`src/rtl/controller_pkg.sv`:
```
// controller_pkg: state and datapath-select encodings shared by the main controller FSM
package controller_pkg;
  typedef enum logic [3:0] {
    FETCH, DECODE, MEMADR, MEMRD, MEMWB, MEMWR, EXECUTER, EXECUTEI, ALUWB, BRANCH
  } state_t;
  localparam logic [1:0] SRCA_REG = 2'b00;
  localparam logic [1:0] SRCA_PC = 2'b01;
  localparam logic [1:0] SRCB_REG = 2'b00;
  localparam logic [1:0] SRCB_IMM = 2'b01;
  localparam logic [1:0] SRCB_FOUR = 2'b10;
  localparam logic [1:0] RES_ALUOUT = 2'b00;
  localparam logic [1:0] RES_MEM = 2'b01;
  localparam logic [1:0] RES_ALU = 2'b10;
  localparam logic [1:0] OP_DP = 2'b00;
  localparam logic [1:0] OP_MEM = 2'b01;
  localparam logic [1:0] OP_BR = 2'b10;
endpackage

```
`src/rtl/main_controller_fsm.sv`:
```
// main_controller_fsm: multicycle fetch/decode/execute sequencer with retired-instruction counter
module main_controller_fsm
  import controller_pkg::*;
#(
  parameter int COUNT_WIDTH = 32
) (
  input  logic                   clock,
  input  logic                   reset,
  input  logic [1:0]             op,
  input  logic [5:0]             funct,
  input  logic                   memory_ready,
  output logic                   instruction_write,
  output logic                   next_pc,
  output logic                   branch,
  output logic                   potential_register_write,
  output logic                   potential_memory_write,
  output logic                   alu_op,
  output logic                   address_source,
  output logic [1:0]             alu_source_a,
  output logic [1:0]             alu_source_b,
  output logic [1:0]             result_source,
  output logic                   undefined_instruction,
  output logic [COUNT_WIDTH-1:0] retired_count
);
  state_t state, state_next;
  logic retire;
  logic unused_funct;
  assign unused_funct = ^funct[4:1];
  always_ff @(posedge clock or posedge reset) begin
    if (reset) state <= FETCH;
    else state <= state_next;
  end
  always_comb begin
    state_next = FETCH;
    case (state)
      FETCH:    state_next = memory_ready ? DECODE : FETCH;
      DECODE:   state_next = op == OP_MEM ? MEMADR :
                             op == OP_DP  ? (funct[5] ? EXECUTEI : EXECUTER) :
                             op == OP_BR  ? BRANCH : FETCH;
      MEMADR:   state_next = funct[0] ? MEMRD : MEMWR;
      MEMRD:    state_next = memory_ready ? MEMWB : MEMRD;
      MEMWR:    state_next = memory_ready ? FETCH : MEMWR;
      EXECUTER: state_next = ALUWB;
      EXECUTEI: state_next = ALUWB;
      default:  state_next = FETCH;
    endcase
  end
  // unknown encodings fall to the all-zero default and recover through state_next
  always_comb begin
    instruction_write = 1'b0;
    next_pc = 1'b0;
    branch = 1'b0;
    potential_register_write = 1'b0;
    potential_memory_write = 1'b0;
    alu_op = 1'b0;
    address_source = 1'b0;
    alu_source_a = SRCA_REG;
    alu_source_b = SRCB_REG;
    result_source = RES_ALUOUT;
    undefined_instruction = 1'b0;
    case (state)
      FETCH: begin
        alu_source_a = SRCA_PC;
        alu_source_b = SRCB_FOUR;
        result_source = RES_ALU;
        instruction_write = memory_ready & ~reset;
        next_pc = memory_ready & ~reset;
      end
      DECODE: begin
        alu_source_a = SRCA_PC;
        alu_source_b = SRCB_FOUR;
        result_source = RES_ALU;
        undefined_instruction = op == 2'b11;
      end
      MEMADR:   alu_source_b = SRCB_IMM;
      MEMRD:    address_source = 1'b1;
      MEMWB: begin
        result_source = RES_MEM;
        potential_register_write = 1'b1;
      end
      MEMWR: begin
        address_source = 1'b1;
        potential_memory_write = 1'b1;
      end
      EXECUTER: alu_op = 1'b1;
      EXECUTEI: begin
        alu_source_b = SRCB_IMM;
        alu_op = 1'b1;
      end
      ALUWB:    potential_register_write = 1'b1;
      BRANCH: begin
        alu_source_b = SRCB_IMM;
        result_source = RES_ALU;
        branch = 1'b1;
      end
      default: ;
    endcase
  end
  assign retire = state == MEMWB || state == ALUWB || state == BRANCH ||
                  (state == MEMWR && memory_ready);
  always_ff @(posedge clock or posedge reset) begin
    if (reset) retired_count <= '0;
    else if (retire) retired_count <= retired_count + 1'b1;
  end
endmodule
```
`config.mk`:
```
export PLATFORM = sky130hd
export DESIGN_NAME = main_controller_fsm
export DESIGN_NICKNAME = d
export VERILOG_FILES = /design/src/rtl/controller_pkg.sv /design/src/rtl/main_controller_fsm.sv
export SDC_FILE = /design/constraint.sdc
export NUM_CORES = 1
export LEC_CHECK = 0
export ABC_AREA = 1
export BUFFER_PORTS_ARGS = -buffer_cell sky130_fd_sc_hd__buf_2
export CAP_MARGIN = 25
export CORE_ASPECT_RATIO = 1.75
export CORE_UTILIZATION = 45
export DETAILED_ROUTE_END_ITERATION = 6
export HOLD_SLACK_MARGIN = 0.08
export PLACE_DENSITY = 0.69
export SETUP_SLACK_MARGIN = 0.15
export SLEW_MARGIN = 20
export SYNTH_ARGS = -nofsm -noshare
export SYNTH_HDL_FRONTEND = slang
export SYNTH_SLANG_ARGS = --single-unit
```
`constraint.sdc`:
```
create_clock -name clock -period 1.8 [get_ports clock]
set_clock_uncertainty 0.2 [all_clocks]
set_input_delay 0.36 -clock clock [delete_from_list [all_inputs] [get_ports clock]]
set_output_delay 0.36 -clock clock [all_outputs]
set_load 0.05 [all_outputs]
```
## Word level (Yosys, flattened, before mapping)

Index checks and enable logic that the tools add are counted.
W data, S select, Z words.

| operators by class | value |
|---|---|
| add/subtract/negate cells | 1 |
| multipliers | 0 |
| divide/modulo/power cells | 0 |
| magnitude comparators | 0 |
| eq/ne operators | 12 |
| shift operators | 0 |
| muxes and demuxes | 19 |
| bitwise operators | 2 |
| reductions and logical operators | 12 |

Operator list:

| operator | number |
|---|---|
| $add A32 B1 Y32 const B | 1 |
| $pmux W4 S6 | 1 |
| $eq A4 B3 Y1 const B | 4 |
| $mux W4 | 3 |
| $mux W1 | 10 |
| $mux W3 | 3 |
| $eq A4 B2 Y1 const B | 2 |
| $eq A4 B4 Y1 const B | 2 |
| $pmux W2 S2 | 2 |
| $reduce_or A2 Y1 | 4 |
| $reduce_or A3 Y1 | 2 |
| $eq A2 B2 Y1 const B | 2 |
| $eq A4 B1 Y1 const B | 1 |
| $logic_not A4 Y1 | 1 |
| $logic_or A1 B1 Y1 | 3 |
| $eq A2 B1 Y1 const B | 1 |
| $logic_not A2 Y1 | 1 |
| $and A1 B1 Y1 | 1 |
| $logic_and A1 B1 Y1 | 1 |
| $not A1 Y1 | 1 |

| word-level totals | value |
|---|---|
| register bits after elaboration | 36 |
| bits in latches | 0 |
| bits in writable memories | 0 |
| ROM bits | 0 |
| bits of input ports | 11 |
| output and inout bits | 46 |
| logic and storage cells | 48 |
| memories kept | 0 |

## Longest topological paths before layout

| logic depth | value |
|---|---|
| word-level depth | 5 |
| mapped depth | 10 |
| gate-level depth less buffers | 9 |

## Worst setup path before layout

No wires, ideal clock.

| timing | value |
|---|---|
| kind | register to output |
| start point | reg state[1] |
| end point | out next_pc |
| arrival time | 2.657 ns |
| data required time | 1.240 ns |
| path slack | -1.417 ns |
| cell stages (with the launch flop) | 6 |
| cells stage by stage | dfrtp_1 -> buf_2 -> nor2_1 -> inv_1 -> nor4_1 -> buf_4 |

| between the ends | value |
|---|---|
| word-level cells in the longest chain between the ends | 2 |

RTL lines:

| element | RTL line | RTL |
|---|---|---|
| from (decl) | main_controller_fsm.sv:25 | `state_t state, state_next;` |
| from (signal assigned) | main_controller_fsm.sv:31 | `else state <= state_next;` |
| $logic_not A4 Y1 | - |  |
| $mux W1 | - |  |
| to (decl) | main_controller_fsm.sv:13 | `output logic next_pc,` |

No other way between the ends.

## Worst setup path after layout

| timing | value |
|---|---|
| start point | reg state[0] |
| end point | out result_source[1] |

| between the ends | value |
|---|---|
| word-level cells in the longest chain between the ends | 3 |

RTL lines:

| element | RTL line | RTL |
|---|---|---|
| $eq A4 B4 Y1, or another cell as far along | main_controller_fsm.sv:61 | `case (state)` |
| $reduce_or A3 Y1 (no source line) | - |  |
| $pmux W2 S2 (*) | main_controller_fsm.sv:61 |  |
| to (decl) | main_controller_fsm.sv:21 | `output logic [1:0] result_source,` |

Mark *: on every way between the ends. The rest lies on a longest branch, timed or not.

==> results.json <==
{
  "ys_ff_latch": 36,
  "drt_iter0_drc": 90,
  "grt_overflow": 0,
  "path_class": "register to output pin",
  "synth_ff_type": "dfrtp_1",
  "status": "finished with violations",
  "syn_to_final_growth_pct": 50.38,
  "clk_pin_slew_ns": 0.07,
  "grt_pass1_wl_um": 11280,
  "finalNetCount": 438,
  "insertion_delay_ns": 0.29,
  "hold_class": "input pin to register",
  "cts_root_buf": "clkbuf_8",
  "required_ns": 1.24,
  "holdWs_ns": 0.1234,
  "ant_nets": 0,
  "min_to": "state[1]",
  "detailed_place_hpwl_um": 4607,
  "syn_avg_cell_area_um2": 6.826,
  "via_per_inst": 5.098,
  "synth-compound-area-share": 0.01735,
  "coreArea_um2": 4935,
  "cts_made_buffers": 5,
  "num_rows": 34,
  "grt_max_degree": 21,
  "maxSlewViolCount": 0,
  "syn_nets": 350,
  "avgRoutedWirePerCell_um": 14.71,
  "whs_path_depth": 3,
  "synth_edf_count": 0,
  "async_flop_share": 1.000,
  "htreeDepth": 2,
  "drive_gt1_frac": 0.3920,
  "totalWireLength_um": 7060,
  "synth_top_area_share": 0.3905,
  "wl_met3_um": 206,
  "violations": "negative setup slack",
  "fin_util": 0.7031,
  "die_y_um": 96.72,
  "synth_top_area_cell": "dfrtp_1",
  "dr.pass1.iters": 4,
  "finalSetupViolations": 44,
  "grt_antenna_before_repair": 0,
  "detail_route.drc_violations": 0,
  "synth_simple_gate_area_share": 0.4078,
  "max_freq_ghz": 0.4938,
  "powerDensity_nw_per_um2": 1458,
  "ys_top_cells_by_area": "dfrtp_1 (39%), nand2_1 (17%), inv_1 (8.9%)",
  "synth_most_common_cell": "nand2_1",
  "diodes": 0,
  "top_layer_used": "met4",
  "synth_adder_area_share": 0.005423,
  "synthCells": 338,
  "cts_tree": "done",
  "clockBufferDepth": 2,
  "place_congestion": 0.8828,
  "timing.rr.start": "state[0]",
  "crit_fanout": 4,
  "die_area_um2": 5428,
  "synthDistinctLibCells": 31,
  "dieWidth_um": 56.13,
  "critPathLaunchType": "register",
  "synth-xor-area-share": 0.05315,
  "reg2regPathDepth": 10,
  "rrSetupSlack_ns": -0.15,
  "port_buffers": 51,
  "num_vias": 2447,
  "clock_sinks": 36,
  "drv_cap": 0,
  "vdd_drop_max_mv": 2.022,
  "synth_top_family_by_area": "simple AND/OR/NAND/NOR gates",
  "cp-end-kind": "output pin",
  "placed_area_um2": 2841,
  "cp.arrival_ns": 1.47,
  "initial_utilization": 0.4675,
  "leakage_nw": 1.748,
  "hold_start": "funct[0]",
  "post-route-period-util": 1.125,
  "fin_ws_ns": -0.2252,
  "track_usage": 0.2661,
  "ys_seq_area_frac": 0.3905,
  "period_minus_slack_ns": 2.025,
  "dr_wl_met2_um": 4121,
  "muxShareOfSynthArea": 0,
  "grt_pass1_vias": 2528,
  "hold_viol_final": 0,
  "io_pins": 57,
  "rsz0062_at_grt": "yes",
  "syn_area_um2": 2307,
  "ys_top_cells_by_count": "nand2_1 (107), inv_1 (55), nor2_1 (49)",
  "yosys_warnings": 0,
  "wl_met1_um": 2360,
  "tns_ns": -5.016,
  "final_area_um2": 3470,
  "r2r_end": "retired_count[27]"
}
## final cells by class
| cell class | instances | area, µm² |
|---|---|---|
| well taps | 54 | 67.56 |
| fillers | 383 | 1465 |
| repair buffers | 89 | 824.5 |
| clock inverters | 1 | 5.005 |
| flip-flops and latches | 36 | 933.4 |
| inverters | 58 | 225.2 |
| multi-input cells | 236 | 1341 |
| clock buffers | 6 | 72.57 |
## report_power, final
part / switching (mW) / leakage (nW) / internal [mW] / total (mW)
combinational: 1.84 / 1.33 / 1.59 / 3.42
sequential: 0.159 / 0.374 / 0.924 / 1.08
clock: 0.289 / 0.0410 / 0.263 / 0.552
## repair_timing
| action | CTS | global route |
|---|---|---|
| setup endpoints to repair | 46 | 45 |
| gates cloned | 4 | 0 |
| hold buffers | 2 | 0 |
| pin swaps | 10 | 10 |
| gates resized for setup | 61 | 17 |
| setup buffers | 9 | 8 |
| hold endpoints to repair | 37 | 0 |
## critical path, stage by stage, from the launching register on
cell     delay (ns)
dfrtp_2        0.46
inv_4          0.08
nor2_4         0.19
nand3_4        0.16
o21ai_2        0.10
buf_6          0.17
## cells by family (layout without fill, tap and decap cells)
family | count (synthesis) | in the layout
xor+xnor | 14 | 14
buf+inv | 66 | 154
fa+ha+maj | 1 | 1
compound gates | 6 | 6
simple gates | 214 | 214
other cells | 1 | 1
flops | 36 | 36
## layout by cell type (no fill, tap or decap), types with 2 or more instances in the layout
cell / synthesis / layout
buf_16: 0 / 4
inv_1: 55 / 48
nand2_2: 3 / 2
nand3_2: 1 / 6
buf_8: 0 / 6
nand2_1: 107 / 103
buf_4: 4 / 20
inv_2: 3 / 8
nor2_2: 2 / 6
clkbuf_8: 0 / 5
buf_2: 1 / 37
nand3_4: 1 / 3
nand3_1: 23 / 16
dfrtp_2: 0 / 26
and2_1: 2 / 2
nor3_4: 0 / 3
nor2_1: 49 / 40
buf_6: 3 / 15
buf_12: 0 / 5
xnor2_1: 12 / 12
dfrtp_1: 36 / 10
nand4_1: 15 / 15
dlygate4sd3_1: 0 / 2
nor2_4: 2 / 7
nand2_4: 0 / 4
## worst max-delay path by stage
| stage | cells past startpoint | to | start | slack, ns |
|---|---|---|---|---|
| 5_1_grt | 4 | next_pc | state[0] | -0.27 |
| 3_5_place_dp | 5 | alu_source_b[0] | state[1] | -0.06 |
| 3_3_place_gp | 5 | alu_source_b[0] | state[1] | -0.05 |
| 6_report | 5 | result_source[1] | state[0] | -0.23 |
| 2_1_floorplan | 5 | next_pc | state[1] | -0.34 |
| 4_1_cts | 4 | next_pc | state[3] | -0.21 |
## per-stage QoR
step	std cells	total power [mW]	setup slack, ns
after floorplan	338	2.605	-0.3352
after global placement	450	3.058	-0.04880
after detailed placement	450	3.076	-0.06354
after CTS	472	4.684	-0.2077
after global routing	480	5.244	-0.2735
final	480	5.057	-0.2252
## state kept, by name, indices dropped and copies added (netlist names)
name and cells:
retired_count 32, state 4
## routing by layer
| layer | vias up | GRT usage |
|---|---|---|
| met5 | - | 0 |
| met4 | 0 | 0.1839 |
| met3 | 33 | 0.05080 |
| met2 | 70 | 0.5073 |
| met1 | 1136 | 0.2381 |
| li1 | 1208 | - |
Power figures use the tool's default switching activity.
